[src/rtl/s27_bist_pkg.sv]
// s27_bist_pkg: shared widths, MISR polynomial and controller states for the s27 BIST
package s27_bist_pkg;
  localparam int LFSR_W = 4;
  localparam int MISR_W = 16;
  localparam logic [MISR_W-1:0] MISR_POLY = 16'h1021;
  typedef enum logic [2:0] {IDLE, RST_DUT, RUN, CHECK, DONE} state_t;
endpackage

[src/rtl/bist_misr16.sv]
// bist_misr16: 16-bit serial-input MISR with synchronous clear and enable
module bist_misr16 import s27_bist_pkg::*; (
  input  logic              clk,
  input  logic              rst,
  input  logic              clr,
  input  logic              en,
  input  logic              din,
  output logic [MISR_W-1:0] sig
);
  always_ff @(posedge clk)
    if (rst || clr) sig <= '0;
    else if (en) sig <= {sig[MISR_W-2:0], 1'b0} ^ (sig[MISR_W-1] ? MISR_POLY : '0) ^ {{(MISR_W-1){1'b0}}, din};
endmodule

[src/rtl/s27_bist_controller.sv]
// s27_bist_controller: resets s27, drives LFSR patterns, compacts out[0] into a MISR, checks vs golden
module s27_bist_controller import s27_bist_pkg::*; #(
  parameter int unsigned        NUM_PATTERNS = 64,
  parameter int unsigned        RST_CYCLES   = 2,
  parameter logic [LFSR_W-1:0]  LFSR_SEED    = 4'b1001,
  parameter logic [MISR_W-1:0]  GOLDEN_SIG   = 16'h0000
) (
  input  logic              clk,
  input  logic              reset,
  input  logic              start,
  input  logic              abort,
  output logic              busy,
  output logic              done,
  output logic              pass,
  output logic [MISR_W-1:0] signature,
  output logic [15:0]       pattern_count,
  output logic              dut_rst_n,
  output logic [LFSR_W-1:0] dut_in,
  input  logic              dut_out
);
  localparam logic [LFSR_W-1:0] SEED = (LFSR_SEED == '0) ? LFSR_W'(1) : LFSR_SEED;
  state_t state, next;
  logic [3:0] rst_cnt;
  logic [LFSR_W-1:0] lfsr;
  logic launch, stop, last_rst, last_pat;
  assign launch   = (state == IDLE || state == DONE) && start;
  assign busy     = state == RST_DUT || state == RUN || state == CHECK;
  assign stop     = busy && abort;
  assign done     = state == DONE;
  assign dut_rst_n = state != RST_DUT;
  assign dut_in   = state == RUN ? lfsr : '0;
  assign last_rst = rst_cnt == 4'(RST_CYCLES - 1);
  assign last_pat = pattern_count == 16'(NUM_PATTERNS - 1);
  always_ff @(posedge clk)
    if (reset) state <= IDLE;
    else state <= next;
  always_comb begin
    next = state;
    next = launch ? RST_DUT
         : stop ? IDLE
         : (state == RST_DUT && last_rst) ? RUN
         : (state == RUN && last_pat) ? CHECK
         : (state == CHECK) ? DONE
         : state;
  end
  always_ff @(posedge clk)
    if (reset) begin
      rst_cnt       <= '0;
      lfsr          <= SEED;
      pattern_count <= '0;
      pass          <= 1'b0;
    end else begin
      rst_cnt <= (state == RST_DUT && !stop) ? rst_cnt + 4'd1 : '0;
      if (launch) begin
        lfsr          <= SEED;
        pattern_count <= '0;
        pass          <= 1'b0;
      end else if (stop) pass <= 1'b0;
      else if (state == RUN) begin
        lfsr          <= {lfsr[LFSR_W-2:0], lfsr[3] ^ lfsr[2]};
        pattern_count <= &pattern_count ? pattern_count : pattern_count + 16'd1;
      end else if (state == CHECK) pass <= signature == GOLDEN_SIG;
    end
  bist_misr16 u_misr (
    .clk(clk),
    .rst(reset),
    .clr(launch),
    .en (state == RUN && !abort),
    .din(dut_out),
    .sig(signature)
  );
endmodule

[config.mk]
export PLATFORM = sky130hd
export DESIGN_NAME = s27_bist_controller
export DESIGN_NICKNAME = d
export VERILOG_FILES = /design/src/rtl/s27_bist_pkg.sv /design/src/rtl/bist_misr16.sv /design/src/rtl/s27_bist_controller.sv
export SDC_FILE = /design/constraint.sdc
export NUM_CORES = 1
export LEC_CHECK = 0
export ABC_AREA = 1
export CAP_MARGIN = 20
export CORE_ASPECT_RATIO = 0.8
export CORE_UTILIZATION = 40
export DETAILED_ROUTE_END_ITERATION = 6
export GPL_ROUTABILITY_DRIVEN = 1
export HOLD_SLACK_MARGIN = 0.1
export PLACE_DENSITY = 0.73
export SLEW_MARGIN = 20
export SYNTH_ARGS = -nofsm -noshare
export SYNTH_HDL_FRONTEND = slang
export SYNTH_SLANG_ARGS = --single-unit
export TNS_END_PERCENT = 30
[constraint.sdc]
create_clock -name clk -period 1.8 [get_ports clk]
set_input_delay 0.54 -clock clk [delete_from_list [all_inputs] [get_ports clk]]
set_output_delay 0.54 -clock clk [all_outputs]
set_load 0.01 [all_outputs]
==> flow_summary.json <==
{
  "ios": 45,
  "violations": "design-rule violations",
  "ys_seq_elements": 44,
  "cts.sinks": 44,
  "die_w_um": 84.9,
  "vias_per_cell": 5.03,
  "dp_hpwl_um": 3880,
  "crit_required_ns": 1.26,
  "synth_cells": 316,
  "drt_iter0_markers": 95,
  "cp_cell_sequence": "clkdlybuf4s50_1",
  "finalNonFillerCells": 436,
  "report.final.slew_viol_count": 0,
  "cpLargestDelayFamily": "buffers and inverters",
  "yosysMostFrequentCell": "nand2_1",
  "drive_gt1_frac": 0.184,
  "setup_slack_ns": 0.0354,
  "synth_edf_count": 0,
  "max-vdd-ir-drop_mv": 0.351,
  "grt_pass1_vias": 1983,
  "synth_ff_type": "dfxtp_1",
  "r2r_slack_ns": 0.19,
  "async_reset_ff_frac": 0,
  "antenna_left": 0,
  "ys_warn_count": 0,
  "grt_max_degree": 24,
  "routedWlPerCell_um": 12.2,
  "die_height_um": 68.3,
  "antenna_cells": 0,
  "final.setup.tns_ns": 0,
  "max_freq_mhz": 567,
  "grt_pass1_wl_um": 8850,
  "cp_max_fo": 5,
  "cts_root_buf": "clkbuf_8",
  "placedCellCount": 428,
  "syn_area_um2": 2200,
  "grt_usage": 0.193,
  "max-slew-margin-rel": 0.706,
  "cts_max_level": 2,
  "fin_skew_ns": 0.00747,
  "synth_fp_nets": 324,
  "wl_um": 5330,
  "path_buf_inv": 1,
  "clk_latency_ns": 0.30,
  "cts_tree": "done",
  "ys_seq_area_frac": 0.401,
  "synth_top_area_cell": "dfxtp_1",
  "ys_top_cells_by_area": "dfxtp_1, nand2_1, nor2_1, a21oi_1, o21ai_0",
  "cts_inserted_buffers": 5,
  "nets": 381,
  "clk_pin_slew_ns": 0.09,
  "start_util": 0.427,
  "setup_viol_count_final": 0,
  "synthTopCellsByCount": "nand2_1, nor2_1, dfxtp_1",
  "min_period_ns": 1.76,
  "antenna_found_initial": 0,
  "grt_setup_unrepaired": "no",
  "worstMarginPinSlew_ns": 0.440,
  "syn_to_final_growth_pct": 34.3,
  "ctsLongestPathBuffers": 2,
  "status": "complete, but fails checks",
  "fin_util": 0.573,
  "overflow": 0,
  "rows": 23,
  "yosys.cell_types.count": 26,
  "setup.worst_path.start_class": "flop",
  "avgSynthCellArea_um2": 6.96,
  "slowest_stage": "clkdlybuf4s50_1",
  "route.detailed.drc": 1,
  "post_cts_buffers": 0,
  "vias": 2192,
  "hp-class": "flop to flop",
  "power_density_nw_per_um2": 589,
  "cellLeakagePower_nw": 1.42,
  "dieArea_um2": 5800,
  "arrival_ns": 1.22,
  "place.gp.congestion": 0.815,
  "yosys.area.top_type_share": 0.401,
  "port_buffers": 44,
  "max_cap_viol_count": 0,
  "crit_path_end_kind": "output port",
  "cpPeakStageDelay_ns": 0.54,
  "core_um2": 5150,
  "critPathKind": "flop to output port",
  "hold_viol": 0,
  "drt_first_pass_iters": 6,
  "dp_slack_ns": -0.0634,
  "finalCritPeriodShare": 0.980
}
==> sequential cells by signal, summed over array words and instances, names as in the netlist <==
name	count
lfsr	4
pass	1
pattern_count	16
rst_cnt	4
state	3
u_misr.sig	16
==> report_power, final <==
part / switching (mW) / leakage [nW] / internal, mW / total, mW
Clock: 0.363 / 0.0404 / 0.275 / 0.638
Sequential: 0.00729 / 0.366 / 0.976 / 0.983
Combinational: 0.0662 / 1.02 / 0.0520 / 0.118
Total: 0.437 / 1.42 / 1.30 / 1.74
==> layout by cell type, fill, tap and decap left out, types with 2 or more instances in the layout <==
cell type         n
o211ai_1          2
o21ai_0          25
clkdlybuf4s50_1  16
a21oi_1          26
clkbuf_8          5
dfxtp_1          22
nand2_2           2
nand4_1           4
nor2_4            3
buf_4            14
xor2_1            7
dfxtp_4           2
dlygate4sd2_1     9
inv_1            30
dlymetal6s2s_1   14
nor2_2            2
clkinvlp_4        2
nand2_1          69
xnor2_1           4
dfxtp_2          20
nor3_1            3
nor4_1            2
buf_12            2
nand3_1          16
a21oi_2           7
clkbuf_2          4
nor2_1           51
ha_1              3
==> layer usage <==
metal  routed length (um)  share of wire  GRT usage  vias up
met5                    0              0          0        -
met4                   25         0.0047     0.0551        0
met3                  275          0.052     0.0410        4
met2                 2420           0.45      0.321       57
met1                 2610           0.49      0.257     1005
li1                     -              -          -     1126
==> area by class of cell <==
cell class,instances,area [um^2]
Timing Repair Buffer,60,589
Inverter,32,123
Multi-Input combinational cell,230,1160
Fill cell,497,2200
Clock buffer,5,68.8
Tap cell,62,77.6
Sequential cell,44,913
Clock inverter,3,23.8
==> stage by stage <==
step	power, mW	cell area [um^2]	hold WS (ns)
after floorplan	1.07	2200	0.434
after global placement	1.12	2810	0.450
after detailed placement	1.12	2810	0.459
after CTS	1.74	2910	0.474
after global routing	1.81	2950	0.500
final	1.74	2950	0.472
==> worst paths after layout <==
check / start / endpoint / cells past startpoint
worst max register to register: pattern_count[0]$_SDFFE_PP0P_ / pattern_count[5]$_SDFFE_PP0P_ / 7
worst min register to register: u_misr.sig[3]$_SDFFE_PP0P_ / u_misr.sig[4]$_SDFFE_PP0P_ / 2
worst min-delay path: u_misr.sig[3]$_SDFFE_PP0P_ / u_misr.sig[4]$_SDFFE_PP0P_ / 2
worst max-delay path: pattern_count[3]$_SDFFE_PP0P_ / pattern_count[3] / 1
==> timing repair <==
action | 4_1_cts | 5_1_grt
endpoints found under the hold margin | 0 | 0
endpoints found under the setup margin | 27 | 23
gates resized for setup | 36 | 33
pin swaps | 0 | 1
hold buffers | 0 | 0
==> cell families (layout without fill, tap and decap cells) <==
logic type               count (synthesis)  in the layout  share of synthesized area
AND/OR/NAND/NOR                        154            154                      0.298
AO/OA/AOI/OAI                           62             62                      0.160
flip-flops                              44             44                      0.401
buffers and inverters                   42            100                     0.0797
XOR/XNOR                                11             11                     0.0438
adder cells (fa/ha/maj)                  3              3                     0.0171
No activity file was read; power rests on OpenSTA's default activity.
